File: src/rtl/decoder4_to_16.sv
// decoder4_to_16: registered 4-to-16 one-hot decoder; DECODER4_TO_16_ENABLE_EN adds an en input.
module decoder4_to_16 #(
    parameter bit ACTIVE_LOW = 1'b0
) (
    input  logic clk,
    input  logic rst,
    output logic y15,
    output logic y14,
    output logic y13,
    output logic y12,
    output logic y11,
    output logic y10,
    output logic y9,
    output logic y8,
    output logic y7,
    output logic y6,
    output logic y5,
    output logic y4,
    output logic y3,
    output logic y2,
    output logic y1,
    output logic y0,
    input  logic a,
    input  logic b,
    input  logic c,
    input  logic d
`ifdef DECODER4_TO_16_ENABLE_EN
    ,
    input  logic en
`endif
);
    logic [3:0]  sel;
    logic        go;
    logic [15:0] hot;
    logic [15:0] nxt;
    logic [15:0] y_q;

    assign sel = {a, b, c, d};
`ifdef DECODER4_TO_16_ENABLE_EN
    assign go = en;
`else
    assign go = 1'b1;
`endif

    // one-hot decode of the select, blanked when disabled, then polarity applied
    always_comb begin
        hot = go ? 16'd1 << sel : 16'd0;
        nxt = ACTIVE_LOW ? ~hot : hot;
    end

    // output register; reset drives every output to its deasserted level
    always_ff @(posedge clk) begin
        y_q <= rst ? {16{ACTIVE_LOW}} : nxt;
    end

    assign {y15, y14, y13, y12, y11, y10, y9, y8,
            y7, y6, y5, y4, y3, y2, y1, y0} = y_q;
endmodule

File: config.mk
export PLATFORM = sky130hd
export DESIGN_NAME = decoder4_to_16
export DESIGN_NICKNAME = d
export VERILOG_FILES = /design/src/rtl/decoder4_to_16.sv
export SDC_FILE = /design/constraint.sdc
export NUM_CORES = 1
export LEC_CHECK = 0
export ABC_AREA = 1
export BUFFER_PORTS_ARGS = -buffer_cell sky130_fd_sc_hd__buf_2
export CORE_AREA = 2 2 39 41
export CTS_CLUSTER_SIZE = 30
export DETAILED_ROUTE_END_ITERATION = 8
export DIE_AREA = 0 0 41 43
export HOLD_SLACK_MARGIN = 0.15
export PLACE_DENSITY = 0.68
export SYNTH_ARGS = -nofsm -noshare
export SYNTH_HDL_FRONTEND = slang
export SYNTH_SLANG_ARGS = --single-unit
File: constraint.sdc
create_clock -name clk -period 0.8 [get_ports clk]
set_input_delay 0 -clock clk [delete_from_list [all_inputs] [get_ports clk]]
set_output_delay 0 -clock clk [all_outputs]
set_load 0.03 [all_outputs]
==> results.yml, run 1 <==
synth:
  synth_xor_area_frac: 0
  async_reset_ff_frac: 0
  synth.most_common_cell: "dfxtp_1"
  yosys_warnings: 0
  ys_seq_area_frac: 0.684
  synth_top_area_cell: "dfxtp_1"
  synth_area_leaders: "dfxtp_1, nor2_1, nand3_1"
  postSynthCellCount: 48
  synth_seq_cells: 16
  syn_area_um2: 468
  synth_flop_cell: "dfxtp_1"
  synth_edf_count: 0
  synth_top_family_by_area: "simple AND/OR/NAND/NOR gates"
  synthMuxAreaShare: 0
  syn_area_per_cell_um2: 9.75
  yosys.area_share.simple: 0.259
  synth_cell_types: 8
  synth-compound-area-share: 0
  synth_adder_area_share: 0
  synth_fp_nets: 54
  synthTopCellsByCount: "dfxtp_1, nor2_1, nand3_1"
  yosysTopAreaCellShare: 0.684
final_layout:
  fin_cells: 92
  largest_reg_flops: 16
  largest_register: "y_q"
  drive_gt1_frac: 0.434
  final_nets: 83
  syn2layout_area_growth_pct: 55.9
  antenna_cells: 0
  reg_top3: "y_q (16)"
floorplanning:
  die_w_um: 41
  core_area_mm2: 0.00138
  die_area_mm2: 0.00176
  die_h_um: 43
  start_util: 0.338
  ios: 22
  rows: 14
critical_path:
  crit_slowest_cell: "dfxtp_1"
  crit_buf_inv: 1
  crit_path_max_incr_delay_ps: 310
  worstSetupPathType: "reg2out"
  crit_required_ps: 800
  crit_family: "flip-flops"
  crit_fanout: 1
  crit_cells: 1
  start_kind: "register"
  path_cells: "clkbuf_4"
  cp.arrival_ps: 770
  critPathCaptureType: "output port"
detailed_routing:
  route.final.wire_length_um: 869
  vias: 395
  drt-vias-per-instance: 4.29
  dr.pass1.iters: 4
  ant_nets: 0
  wl_per_cell_um: 9.45
  drc: 0
  drt_iter0_markers: 3
run_status:
  status: "complete, no violations"
global_routing:
  grt_overflow: 0
  grt.busiest_layer: "met2"
  grt_antenna_before_repair: 0
  use_met1: 0.137
  grt_pass1_vias: 333
  grt_pass1_wl_mm: 1.34
  grt_max_degree: 10
  grt_usage: 0.119
  grt_use_met3: 0.0314
  met2_usage: 0.163
timing:
  relSlewSlack: 0.768
  timing.final.crit_share: 0.959
  hold_ws_ps: 207
  finalSetupViolCount: 0
  worst_slew_pin_slew_ps: 349
  finalSetupTns_ps: 0
  timing.final.hold_violations: 0
  drv_slew: 0
  max_freq_ghz: 1.30
  finalCriticalPeriod_ps: 767
clock_tree:
  clk_pin_slew_ps: 90
  cts_tree: "yes"
  cts_buffer_depth: 2
  post_cts_buffers: 0
  cts-root-buf: "clkbuf_4"
  htreeDepth: 1
  cts.sinks: 16
  cts_made_buffers: 3
power:
  ir_drop_mv: 0.749
  power.static_leakage_nw: 0.342
  power.density_mw_per_mm2: 2010
place:
  port_buffers: 21
  place.gp.congestion: 0.720
  dp_cells: 84
  detailed_place_hpwl_um: 584
worst_hold_path:
  hp-class: "in2reg"
  min_delay_path_depth: 3
run:
  maxCapViolCount: 0
where the power goes:
part | switching, mW | internal (mW) | leakage [nW] | total (mW)
sequential | 0.00353 | 0.809 | 0.130 | 0.813
combinational | 0.0833 | 0.0558 | 0.191 | 0.139
clock | 0.238 | 0.277 | 0.0210 | 0.515
layout by cell type, fill, tap and decap left out, drive strengths merged:
| cell | Yosys | layout |
|---|---|---|
| dlygate4sd3 | 0 | 4 |
| dfxtp | 16 | 16 |
| buf | 1 | 19 |
| nor2 | 17 | 17 |
| inv | 4 | 4 |
| or2 | 1 | 1 |
| dlymetal6s4s | 0 | 1 |
| clkbuf | 0 | 5 |
| nand2 | 3 | 3 |
| nand3 | 6 | 6 |
worst paths after layout:
| kind | start | end | slack, ps |
|---|---|---|---|
| max | y_q[15] | y15 | 30 |
| min | a | y_q[3] | 210 |
final cells by class:
| class | instances | area (µm²) |
|---|---|---|
| sequential | 16 | 323 |
| timing repair buffer | 25 | 204 |
| fill | 137 | 654 |
| multi-input combinational | 27 | 131 |
| tap | 16 | 20.0 |
| inverter | 4 | 15.0 |
| clock buffer | 4 | 36.3 |
stage by stage:
stage	power (mW)	cell area, µm²	setup slack (ps)	utilization
floorplan	0.901	468	304	-
global placement	0.936	582	147	0.420
detailed placement	0.937	582	131	0.420
CTS	1.47	661	4.04	0.477
global route	1.55	729	-9.20	0.527
finish	1.47	729	33.2	0.527
metal layers:
metal,vias up,wire length [µm]
met5,-,0
met4,0,13
met3,2,46
met2,12,466
met1,180,343
li1,201,-
timing repair:
item                                    CTS  global route
hold endpoints to repair                 16             8
pin swaps                                 0             1
hold buffers                              4             1
endpoints found under the setup margin    1            27
gates resized for setup                   1            39
kinds of logic after synthesis:
family | Yosys count
buf+inv | 5
flops | 16
simple gates | 27
No activity file was read; power rests on OpenSTA's default activity.
==> run 2: changes to the inputs <==
- clock period: 0.8 -> 1 ns (I/O delays scaled with it)
==> results.yml, run 2 (synthesis gave the netlist of run 1 again) <==
run_status:
  status: "complete, no violations"
timing:
  finalSetupTns_ps: 0
  timing.final.hold_violations: 0
  timing.final.crit_share: 0.960
  rsz0062_at_grt: "no"
  max_freq_ghz: 1.04
  worst_slew_pin_slew_ps: 358
  finalSetupViolCount: 0
  relSlewSlack: 0.761
  finalCriticalPeriod_ps: 960
  drv_slew: 0
  fin_ws_ps: 39.8
  hold_ws_ps: 580
final_layout:
  largest_register: "y_q"
  antenna_cells: 0
  reg_top3: "y_q (16)"
  final_nets: 84
  final_core_util: 0.483
  largest_reg_flops: 16
  fin_cells: 93
  finalInstanceArea_um2: 668
  mostFrequentLayoutCells: "buf_2, dfxtp_1, nor2_1"
  drive_gt1_frac: 0.377
  regArea_um2: 320
  multi_input_area_um2: 121
  fillCellCount: 141
  syn2layout_area_growth_pct: 42.8
  final_common_cell: "buf_2"
global_routing:
  grt_antenna_before_repair: 0
  grt_pass1_vias: 342
  grt_usage: 0.121
  grt_max_degree: 10
  grt_overflow: 0
  grt_pass1_wl_mm: 1.37
place:
  pre_cts_slack_ps: 331
  place.gp.congestion: 0.720
  detailed_place_hpwl_um: 584
  dp_cells: 84
  postPlaceCellArea_um2: 582
  port_buffers: 21
clock_tree:
  cts.sinks: 16
  post_cts_buffers: 0
  clk_pin_slew_ps: 90
  cts_buffer_depth: 2
  cts-root-buf: "clkbuf_4"
  cts_made_buffers: 3
  cts_tree: "yes"
  htreeDepth: 1
floorplanning:
  ios: 22
  core_area_mm2: 0.00138
  die_w_um: 41
  rows: 14
  die_h_um: 43
  die_area_mm2: 0.00176
  start_util: 0.338
worst_hold_path:
  hold_path_end: "y_q[4]"
  hp-start: "b"
  hp-class: "in2reg"
  min_delay_path_depth: 4
detailed_routing:
  drt-vias-per-instance: 4.31
  drc: 0
  drt_iter0_markers: 4
  wl_per_cell_um: 9.28
  dr.pass1.iters: 4
  vias: 401
  ant_nets: 0
  route.final.wire_length_um: 863
critical_path:
  crit_required_ps: 1210
  cp.arrival_ps: 1170
  critPathCaptureType: "register"
  crit_fanout: 8
  worstSetupPathType: "in2reg"
  start_kind: "input pin"
power:
  power.static_leakage_nw: 0.336
  power.density_mw_per_mm2: 1730
  p_total_mw: 1.16
  ir_drop_mv: 0.597
run:
  maxCapViolCount: 0
[run 2: changes by cell type in the layout (fill, tap and decap cells not counted), moves of 2 or more]
cell     previous run  this run
buf_2               4        21
dfxtp_1            14        16
buf_6               3         0
dfxtp_2             2         0
buf_4              12         0
[run 2: worst max path at each step]
stage,start,to,slack [ps],cells past startpoint
detailed placement,rst,y_q[6],330,3
global route,rst,y_q[6],50,4
floorplan,rst,y_q[1],500,3
CTS,rst,y_q[6],80,4
global placement,rst,y_q[1],350,3
finish,rst,y_q[6],40,4
[run 2: final cells by class]
class	count	share of cell area
Multi-Input combinational cell	27	0.182
Tap cell	16	0.0300
Timing Repair Buffer	26	0.232
Inverter	4	0.0225
Clock buffer	4	0.0543
Sequential cell	16	0.479
[run 2: critical path, stage by stage]
cell and delay (ps):
dlygate4sd3_1 530, buf_2 120, or2_1 350, nor2_1 160
[run 2: power by group]
part           switching [mW]  total [mW]  internal (mW)
Combinational          0.0641       0.101         0.0366
Clock                   0.187       0.408          0.221
Sequential            0.00190       0.649          0.647
[run 2: timing repair]
action	CTS	global route
hold buffers	5	0
gates resized for setup	0	0
hold endpoints to repair	16	0
[run 2: routing by layer]
metal,global-route usage,part of all wire,vias up
met5,0,0,-
met4,0.120,0.017,0
met3,0.0314,0.066,2
met2,0.169,0.52,15
met1,0.137,0.40,181
li1,-,-,203
==> run 3: changes to the inputs <==
- CELL_PAD_IN_SITES_DETAIL_PLACEMENT: unset -> 0
- CELL_PAD_IN_SITES_GLOBAL_PLACEMENT: unset -> 1
- CORE_AREA: 2 2 39 41 -> unset
- CORE_MARGIN: unset -> 2
- CORE_UTILIZATION: unset -> 32
- DIE_AREA: 0 0 41 43 -> unset
- PLACE_DENSITY: 0.68 -> 0.81
==> results.yml, run 3 (synthesis gave the netlist of run 1 again) <==
critical_path:
  critPathCaptureType: "register"
  crit_required_ps: 1220
  crit_slowest_cell: "dlygate4sd3_1"
  start_kind: "input pin"
  crit_fanout: 8
  crit_path_max_incr_delay_ps: 530
  path_cells: "dlygate4sd3_1 > buf_2 > or2_1 > nor2_1"
  worstSetupPathType: "in2reg"
  cp.arrival_ps: 1140
final_layout:
  drive_gt1_frac: 0.377
  largest_reg_flops: 16
  fillCellCount: 141
  antenna_cells: 0
  reg_top3: "y_q (16)"
  final_common_cell: "buf_2"
  syn2layout_area_growth_pct: 42.5
  mostFrequentLayoutCells: "buf_2, dfxtp_1, nor2_1"
  final_nets: 84
  largest_register: "y_q"
floorplanning:
  core_area_mm2: 0.00133
  ios: 22
  die_area_mm2: 0.00178
  rows: 13
  start_util: 0.351
  die_h_um: 42.2
  die_w_um: 42.2
clock_tree:
  cts_buffer_depth: 2
  cts-root-buf: "clkbuf_4"
  htreeDepth: 1
  cts_tree: "yes"
  cts_made_buffers: 3
  cts.sinks: 16
  clk_pin_slew_ps: 90
  post_cts_buffers: 0
worst_hold_path:
  hp-class: "in2reg"
  hp-start: "c"
  hold_path_end: "y_q[14]"
  min_delay_path_depth: 4
timing:
  relSlewSlack: 0.776
  rsz0062_at_grt: "no"
  fin_ws_ps: 77.1
  timing.final.crit_share: 0.923
  finalSetupTns_ps: 0
  finalCriticalPeriod_ps: 923
  worst_slew_pin_slew_ps: 337
  finalSetupViolCount: 0
  max_freq_ghz: 1.08
  timing.final.hold_violations: 0
  drv_slew: 0
run_status:
  status: "complete, no violations"
power:
  ir_drop_mv: 0.659
  power.static_leakage_nw: 0.336
  power.density_mw_per_mm2: 1750
detailed_routing:
  drt-vias-per-instance: 4.20
  drt_iter0_markers: 3
  ant_nets: 0
  wl_per_cell_um: 9.66
  drc: 0
  dr.pass1.iters: 4
  route.final.wire_length_um: 889
  vias: 386
run:
  maxCapViolCount: 0
global_routing:
  grt_antenna_before_repair: 0
  grt_pass1_vias: 338
  grt_overflow: 0
  grt_pass1_wl_mm: 1.37
  grt_max_degree: 10
  grt_usage: 0.110
place:
  detailed_place_hpwl_um: 604
  place.gp.congestion: 0.748
  port_buffers: 21
  pre_cts_slack_ps: 333
==> run 3: cell counts in the layout (fill, tap and decap cells not counted) <==
No cell type changed its count.
==> run 3: critical path: cells and delay by family <==
family	cells	cell delay, ps
buf+inv	2	650
simple gates	2	490
==> run 3: final cells by class <==
| class | instances | area, µm² | share of cell area |
|---|---|---|---|
| Clock buffer | 4 | 36.3 | 0.0544 |
| Inverter | 4 | 15.0 | 0.0225 |
| Multi-Input combinational cell | 27 | 121 | 0.182 |
| Sequential cell | 16 | 320 | 0.480 |
| Tap cell | 15 | 18.8 | 0.0281 |
| Timing Repair Buffer | 26 | 155 | 0.233 |
==> run 3: repair_timing <==
| action | CTS | global route |
|---|---|---|
| hold buffers | 5 | 0 |
| hold endpoints to repair | 16 | 0 |
| gates resized for setup | 0 | 0 |
==> run 3: layer usage <==
layer  GRT usage  share of wire  vias up
met2       0.175           0.49       18
met5           0              0        -
met4       0.131          0.035        0
met1       0.113           0.42      161
li1            -              -      203
met3      0.0129          0.057        4
==> run 3: worst max-delay path by stage <==
stage	start	end	slack, ps
after CTS	rst	y_q[6]	90
after global placement	rst	y_q[1]	350
after global routing	rst	y_q[6]	40
after floorplan	rst	y_q[1]	500
after detailed placement	rst	y_q[6]	330
final	rst	y_q[6]	80
==> run 3: metrics by stage <==
| step | util | total power [mW] | std cells | hold WS [ps] | cell area, µm² |
|---|---|---|---|---|---|
| final | 0.500 | 1.17 | 92 | 573 | 667 |
| after global routing | 0.500 | 1.23 | 92 | 593 | 667 |
| after CTS | 0.500 | 1.18 | 92 | 556 | 667 |
| after detailed placement | 0.435 | 0.749 | 83 | 317 | 581 |
| after global placement | 0.435 | 0.748 | 83 | 317 | 581 |
| after floorplan | - | 0.721 | 48 | 149 | 468 |
==> run 3: power by group <==
part           leakage (nW)  total, mW  switching, mW  internal (mW)
logic                 0.185     0.0996         0.0630         0.0366
registers             0.130      0.649        0.00210          0.647
clock network        0.0210      0.417          0.195          0.222
total                 0.336       1.17          0.261          0.905
